<file path="config.mk">
export PLATFORM = sky130hd
export DESIGN_NAME = usb_tx_phy
export DESIGN_NICKNAME = d
export VERILOG_FILES = /design/src/rtl/usb_tx_phy.sv
export SDC_FILE = /design/constraint.sdc
export NUM_CORES = 1
export LEC_CHECK = 0
export CAP_MARGIN = 10
export CORE_MARGIN = 10
export CORE_UTILIZATION = 35
export DETAILED_ROUTE_END_ITERATION = 8
export GPL_ROUTABILITY_DRIVEN = 0
export SYNTH_ARGS = -nofsm -noshare
export SYNTH_HDL_FRONTEND = slang
export SYNTH_SLANG_ARGS = --single-unit
</file>
<file path="constraint.sdc">
create_clock -name clk -period 2.3 [get_ports clk]
set_input_delay 0.345 -clock clk [delete_from_list [all_inputs] [get_ports clk]]
set_output_delay 0.345 -clock clk [all_outputs]
set_load 0.05 [all_outputs]
</file>
<file path="src/rtl/usb_tx_phy.sv">
// Full-speed USB transmit PHY: SYNC generation, NRZI encoding, bit stuffing
// and EOP, driving D+/D- from a byte-wide SIE handshake.
module usb_tx_phy #(
   parameter int unsigned CLKS_PER_BIT = 4
) (
   input  logic       clk,
   input  logic       reset,
   input  logic [7:0] tx_data,
   input  logic       tx_valid,
   output logic       tx_ready,
   output logic       d_p,
   output logic       d_n,
   output logic       d_oe
);

   localparam int unsigned DIV_W = $clog2(CLKS_PER_BIT);
   localparam logic [DIV_W-1:0] DIV_LAST = DIV_W'(CLKS_PER_BIT - 1);

   localparam logic [2:0] S_IDLE    = 3'd0;
   localparam logic [2:0] S_SYNC    = 3'd1;
   localparam logic [2:0] S_DATA    = 3'd2;
   localparam logic [2:0] S_EOP_SE0 = 3'd3;
   localparam logic [2:0] S_EOP_J   = 3'd4;

   logic [2:0]       state, state_nxt;
   logic [DIV_W-1:0] div, div_nxt;
   logic [2:0]       bit_cnt, bit_cnt_nxt;
   logic [2:0]       ones, ones_nxt;
   logic [7:0]       shifter, shifter_nxt;
   logic             last, last_nxt;          // line level of previous bit, 1 = J
   logic             byte_done, byte_done_nxt; // 8th bit sent, stuff bit still owed
   logic             tx_ready_nxt, d_p_nxt, d_n_nxt, d_oe_nxt;

   logic strobe, stuff, cur_bit, level, boundary;

   // Bit timing, current bit value and its NRZI line level
   always_comb begin
      strobe  = (div == DIV_LAST);
      stuff   = (state == S_DATA) && (ones == 3'd6);
      if (state == S_SYNC)
         cur_bit = (bit_cnt == 3'd7);
      else if (stuff)
         cur_bit = 1'b0;
      else
         cur_bit = shifter[bit_cnt];
      level = cur_bit ? last : ~last;
   end

   // Next-state and next-output logic
   always_comb begin
      state_nxt     = state;
      div_nxt       = strobe ? '0 : div + DIV_W'(1);
      bit_cnt_nxt   = bit_cnt;
      ones_nxt      = ones;
      shifter_nxt   = shifter;
      last_nxt      = last;
      byte_done_nxt = byte_done;
      tx_ready_nxt  = 1'b0;
      d_p_nxt       = 1'b1;
      d_n_nxt       = 1'b0;
      d_oe_nxt      = 1'b0;
      boundary      = 1'b0;

      case (state)
         S_IDLE: begin
            div_nxt = '0;
            if (tx_valid) begin
               state_nxt     = S_SYNC;
               bit_cnt_nxt   = 3'd0;
               ones_nxt      = 3'd0;
               last_nxt      = 1'b1;
               byte_done_nxt = 1'b0;
            end
         end
         S_SYNC: begin
            d_p_nxt  = level;
            d_n_nxt  = ~level;
            d_oe_nxt = 1'b1;
            if (strobe) begin
               last_nxt = level;
               if (bit_cnt == 3'd7) begin
                  ones_nxt = 3'd1;
                  boundary = 1'b1;
               end else begin
                  bit_cnt_nxt = bit_cnt + 3'd1;
               end
            end
         end
         S_DATA: begin
            d_p_nxt  = level;
            d_n_nxt  = ~level;
            d_oe_nxt = 1'b1;
            if (strobe) begin
               last_nxt = level;
               if (stuff) begin
                  ones_nxt = 3'd0;
                  if (byte_done) begin
                     byte_done_nxt = 1'b0;
                     boundary      = 1'b1;
                  end
               end else begin
                  ones_nxt = cur_bit ? ones + 3'd1 : 3'd0;
                  if (bit_cnt == 3'd7) begin
                     if (cur_bit && (ones == 3'd5))
                        byte_done_nxt = 1'b1;
                     else
                        boundary = 1'b1;
                  end else begin
                     bit_cnt_nxt = bit_cnt + 3'd1;
                  end
               end
            end
         end
         S_EOP_SE0: begin
            d_p_nxt  = 1'b0;
            d_n_nxt  = 1'b0;
            d_oe_nxt = 1'b1;
            if (strobe) begin
               if (bit_cnt == 3'd1) begin
                  state_nxt   = S_EOP_J;
                  bit_cnt_nxt = 3'd0;
               end else begin
                  bit_cnt_nxt = bit_cnt + 3'd1;
               end
            end
         end
         S_EOP_J: begin
            d_oe_nxt = 1'b1;
            if (strobe) begin
               state_nxt = S_IDLE;
               ones_nxt  = 3'd0;
            end
         end
         default: begin
            state_nxt = S_IDLE;
         end
      endcase

      // Byte boundary: take the next byte or close the packet
      if (boundary) begin
         bit_cnt_nxt = 3'd0;
         if (tx_valid) begin
            state_nxt    = S_DATA;
            shifter_nxt  = tx_data;
            tx_ready_nxt = 1'b1;
         end else begin
            state_nxt = S_EOP_SE0;
         end
      end
   end

   // State, counters and registered outputs
   always_ff @(posedge clk or posedge reset) begin
      if (reset) begin
         state     <= S_IDLE;
         div       <= '0;
         bit_cnt   <= 3'd0;
         ones      <= 3'd0;
         shifter   <= 8'd0;
         last      <= 1'b1;
         byte_done <= 1'b0;
         tx_ready  <= 1'b0;
         d_p       <= 1'b1;
         d_n       <= 1'b0;
         d_oe      <= 1'b0;
      end else begin
         state     <= state_nxt;
         div       <= div_nxt;
         bit_cnt   <= bit_cnt_nxt;
         ones      <= ones_nxt;
         shifter   <= shifter_nxt;
         last      <= last_nxt;
         byte_done <= byte_done_nxt;
         tx_ready  <= tx_ready_nxt;
         d_p       <= d_p_nxt;
         d_n       <= d_n_nxt;
         d_oe      <= d_oe_nxt;
      end
   end

endmodule

</file>
==> results of run 1 <==
worst min-delay path by stage:
stage          slack (ns)  startpoint    endpoint  cells after the start
6_report             0.42       reset    tx_ready                      3
5_1_grt              0.44       reset  shifter[0]                      3
4_1_cts              0.43       reset    tx_ready                      3
3_5_place_dp         0.44      div[0]      div[0]                      1
3_3_place_gp         0.43      div[0]      div[0]                      1
2_1_floorplan        0.37       reset  bit_cnt[0]                      1
what timing repair did:
action | in CTS | in global routing
pin swaps | 0 | 0
hold buffers | 0 | 0
setup buffers | 0 | 0
endpoints found under the setup margin | 8 | 9
gates resized for setup | 1 | 3
registers in the layout, summed over array words and instances (netlist names), 2 cells and up:
signal / count
state: 3
bit_cnt: 3
div: 2
shifter: 8
ones: 3
worst max-delay path, stage by stage, from the launching register on:
cell	delay [ns]
dfrtp_1	0.39
or3b_4	0.46
nor2_8	0.17
mux2i_2	0.09
or4_4	0.54
buf_12	0.17
mux2_4	0.29
layout make-up:
class,instances,area (µm²),area share
clock buffer,3,41.29,0.02052
timing repair buffer,30,272.8,0.1356
multi-input combinational,121,963.4,0.4789
tap,54,67.56,0.03358
sequential,25,629.4,0.3128
clock inverter,1,7.507,0.003731
inverter,8,30.03,0.01493
cell families after synthesis:
logic type	synth area share
AO/OA/AOI/OAI	0.1623
XOR/XNOR	0.005260
adder cells (fa/ha/maj)	0.05259
buffers and inverters	0.05785
flip-flops	0.3772
multiplexers	0.1443
AND/OR/NAND/NOR	0.2006
metal layers:
layer,track usage,wire [µm],up-vias
met3,0.03737,257,4
met5,0,0,-
met2,0.1529,1613,33
met1,0.1178,1627,632
li1,-,-,652
met4,0.02457,39,0
metrics by stage:
step,util,setup slack [ns]
6_report,0.4317,0.08085
3_5_place_dp,0.4180,0.0007541
5_1_grt,0.4317,0.01109
3_3_place_gp,0.4180,-0.01835
4_1_cts,0.4287,0.01898
2_1_floorplan,-,0.02424
power groups by stage:
stage / Sequential (µW) / Clock, µW / Combinational, µW
2_1_floorplan: 732 / 0 / 678
3_3_place_gp: 656 / 0 / 992
3_5_place_dp: 660 / 0 / 1010
4_1_cts: 652 / 284 / 1020
5_1_grt: 667 / 307 / 1140
6_report: 653 / 271 / 1020
synthesized netlist by cell type, drive strengths merged (2+ instances only):
cell type  instances
a211o              2
a211oi             3
a21oi              7
a31oi              2
buf                6
clkbuf             6
dfrtp             23
dfstp              2
ha                 7
inv                8
mux2              11
mux2i              6
nand2             10
nand2b             3
nand3              4
nor2              12
nor2b              3
nor3               8
nor3b              5
o21ai              6
o22a               2
o31a               3
o31ai              4
or3b               2
==> results.cfg, run 1 <==
[run_status]
run_status = complete, no violations

[logic_synthesis]
synth_area_leaders = dfrtp_1, mux2_4, ha_1
ys_async_sr_fraction = 1.000
ys_seq_elements = 25
ys_seq_area_frac = 0.3772
ys_types = 52
syn-cell-area_um2 = 1665
ys_warn_count = 0
synth_top_area_cell = dfrtp_1
syn_area_per_cell_um2 = 10.03
synth-main-ff-cell = dfrtp_1
synth_edf_count = 0
synthCells = 166
synth_top_area_frac = 0.3456
syn_nets = 184

[layout]
instances_no_fill = 242
final_common_cell = dfrtp_1
drive_gt1_frac = 0.2394
fill_cells = 441
antenna_cells = 0
fin_area_um2 = 2012
area_growth_syn_to_layout_pct = 20.81
fin_nets = 207
layout_common_cells = dfrtp_1, buf_4, clkdlybuf4s50_1, nor2_1, nand2_1

[clock_tree]
insertion_delay_ns = 0.27
cts.sinks = 25
path_clk_slew_ns = 0.09
htree_levels = 1
cts_buffer_depth = 2
cts_tree = built
numCtsBuffers = 3
cts-root-buf = clkbuf_8

[routing]
antenna_left = 0
wl_um = 3538
via_per_inst = 5.459
wl_per_cell_um = 14.62
drt_iter0_markers = 62
drc = 0
drt_first_pass_iters = 4
dr_total_vias = 1321

[global_route]
grt_max_degree = 27
antenna_found_initial = 0
grt_usage = 0.09573
grt_pass1_vias = 1352
grt_pass1_wl_um = 6127
overflow = 0

[worst_setup_path]
r2r_end = shifter[6]
crit_arrival_ns = 2.38
required_ns = 2.46
start_kind = flip-flop
worstSetupStartpoint = state[2]
cp-end-kind = flip-flop
rrSetupSlack_ns = 0.08
reg2reg_depth = 6
r2r_start = state[2]
critical_path.endpoint = shifter[6]
criticalPathCategory = reg2reg
crit_path_max_fanout = 9

[pwr]
power.share.switching = 0.4006
p_clk_frac = 0.139
power.switching_uw = 778.6
p_seq_frac = 0.336
power.density_nw_per_um2 = 966.0
peakVddDrop_mv = 0.3160
p_comb_frac = 0.524
intPower_uw = 1165
p_leak_uw = 0.0009131
total_power_uw = 1943

[timing]
tightest_slew_ns = 0.5040
finalCritPeriodShare = 0.9648
min_period_ns = 2.219
slew_violations = 0
setup_violations = 0
hold_slack_ns = 0.4172
max_freq_ghz = 0.4506
rsz0062_at_grt = false
finClkSkew_ns = 0.002672
maxSlewHeadroom = 0.6630
final.setup.tns_ns = 0
finalHoldViolCount = 0

[floorplan]
die_height_um = 88.98
core.rowCount = 25
io_pins = 15
core-area_um2 = 4661
fp.dieArea_um2 = 7917
initial_core_util = 0.3573
die_w_um = 88.98

[placed_design]
dp.final_hpwl_um = 2682
io_buffers = 14
dpl-instance-area_um2 = 1948
dp.cells = 238

[run]
drv_cap = 0

[min_path]
hold_path.class = in2async
Note: power is estimated with default switching activity, not from simulation.
==> run 2, diff against run 1 <==
- GPL_TIMING_DRIVEN: not set -> 0
==> run 2 against run 1 <==
Flip-flop and latch count unchanged; design area down 0.12%; largest cell class unchanged; clock-buffer cell count is the same; sequential power barely moved; power rose by 0.83%; cell count is the same.
==> results.cfg, run 2 (synthesis results as in run 1) <==
[timing]
finClkSkew_ns = 0.003990
maxSlewHeadroom = 0.3636
finalHoldViolCount = 0
tightest_slew_ns = 0.9535
final.setup.tns_ns = 0
setup_violations = 0
min_period_ns = 2.223
max_freq_ghz = 0.4499
finalCritPeriodShare = 0.9664
rsz0062_at_grt = true
slew_violations = 0

[worst_setup_path]
critPathMaxStageDelay_ns = 0.65
path_buf_inv = 1
critical-path-top-delay-family = multiplexers
rrSetupSlack_ns = 0.08
reg2reg_depth = 6
slowest_stage = or4_4
required_ns = 2.46
cp-end-kind = flip-flop
crit_chain = buf_6, mux2i_2, mux4_2, nor4_4, or4_4, mux2_4
criticalPathCategory = reg2reg
start_kind = flip-flop
r2r_start = bit_cnt[0]
crit_path_max_fanout = 9
path_depth = 6
crit_arrival_ns = 2.39
r2r_end = shifter[3]

[layout]
drive_gt1_frac = 0.2234
fin_nets = 207
layout_common_cells = dfrtp_1, clkdlybuf4s50_1, nor2_1, nand2_1
antenna_cells = 0
final_common_cell = dfrtp_1
fill_cells = 428
area_growth_syn_to_layout_pct = 20.66
top_register = shifter
largest_register_ffs = 8

[min_path]
holdPathStages = 1
hold_end = div[0]
holdCritStartpoint = div[0]
hold_path.class = reg2reg

[global_route]
overflow = 0
grt.busiest_layer = met2
met3_usage = 0.02461
met1_usage = 0.1202
grt_pass1_vias = 1307
use_met2 = 0.1496
grt_pass1_wl_um = 5968
grt_max_degree = 26
grt_usage = 0.09376
antenna_found_initial = 0

[routing]
dr_total_vias = 1312
drt_first_pass_iters = 4
wl_per_cell_um = 14.66
drc = 0
antenna_left = 0
via_per_inst = 5.421
drt_iter0_markers = 94
wl_um = 3547

[placed_design]
dp.final_hpwl_um = 2558
io_buffers = 14

[floorplan]
die_height_um = 88.98
fp.dieArea_um2 = 7917
core.rowCount = 25
core-area_um2 = 4661
die_w_um = 88.98
initial_core_util = 0.3573
io_pins = 15

[clock_tree]
path_clk_slew_ns = 0.09
cts_tree = built
cts_buffer_depth = 2
insertion_delay_ns = 0.27
htree_levels = 1
cts.sinks = 25
numCtsBuffers = 3
cts-root-buf = clkbuf_8

[pwr]
total_power_uw = 1960
power.density_nw_per_um2 = 975.2
p_leak_uw = 0.0008908
peakVddDrop_mv = 0.4519

[run]
drv_cap = 0

[run_status]
run_status = complete, no violations
## run 2: layout make-up
class | instances | area [µm²] | share of cell area
clock inverter | 1 | 5.005 | 0.002491
inverter | 8 | 30.03 | 0.01494
sequential | 25 | 628.1 | 0.3126
timing repair buffer | 19 | 177.7 | 0.08842
multi-input combinational | 121 | 997.2 | 0.4963
clock buffer | 3 | 41.29 | 0.02055
tap | 54 | 67.56 | 0.03362
buffer | 11 | 62.56 | 0.03113
## run 2: per-layer routing
layer / part of all wire / vias to the layer above
met4: 0.015 / 0
met3: 0.041 / 6
met2: 0.46 / 25
li1: - / 650
met1: 0.48 / 631
met5: 0 / -
## run 2: per-stage QoR
stage | cell area (µm²) | utilization | instances | hold slack [ns] | worst slack, ns
2_1_floorplan | 1674 | - | 166 | 0.3708 | 0.02424
3_3_place_gp | 1882 | 0.4038 | 234 | 0.4311 | -0.1913
3_5_place_dp | 1882 | 0.4038 | 234 | 0.4325 | -0.1869
4_1_cts | 1981 | 0.4250 | 241 | 0.4490 | 0.005247
5_1_grt | 2009 | 0.4311 | 242 | 0.4916 | -0.01942
6_report | 2009 | 0.4311 | 242 | 0.4457 | 0.07735
## run 2: repair_timing
item	in CTS	in global routing
hold buffers	0	0
resized for setup	6	7
buffers inserted	3	2
setup endpoints to repair	13	13
pin swaps	3	2
## run 2: worst max path at each step
| stage | startpoint | end | slack, ns |
|---|---|---|---|
| 2_1_floorplan | bit_cnt[0] | shifter[0] | 0.02 |
| 4_1_cts | ones[0] | shifter[3] | 0.005 |
| 5_1_grt | bit_cnt[0] | shifter[3] | -0.02 |
| 3_5_place_dp | bit_cnt[0] | shifter[3] | -0.19 |
| 6_report | bit_cnt[0] | shifter[3] | 0.08 |
| 3_3_place_gp | bit_cnt[0] | shifter[4] | -0.19 |
## run 2: report_power, final
part	internal, µW	switching [µW]
logic	474	567
registers	570	80.6
clock network	122	147
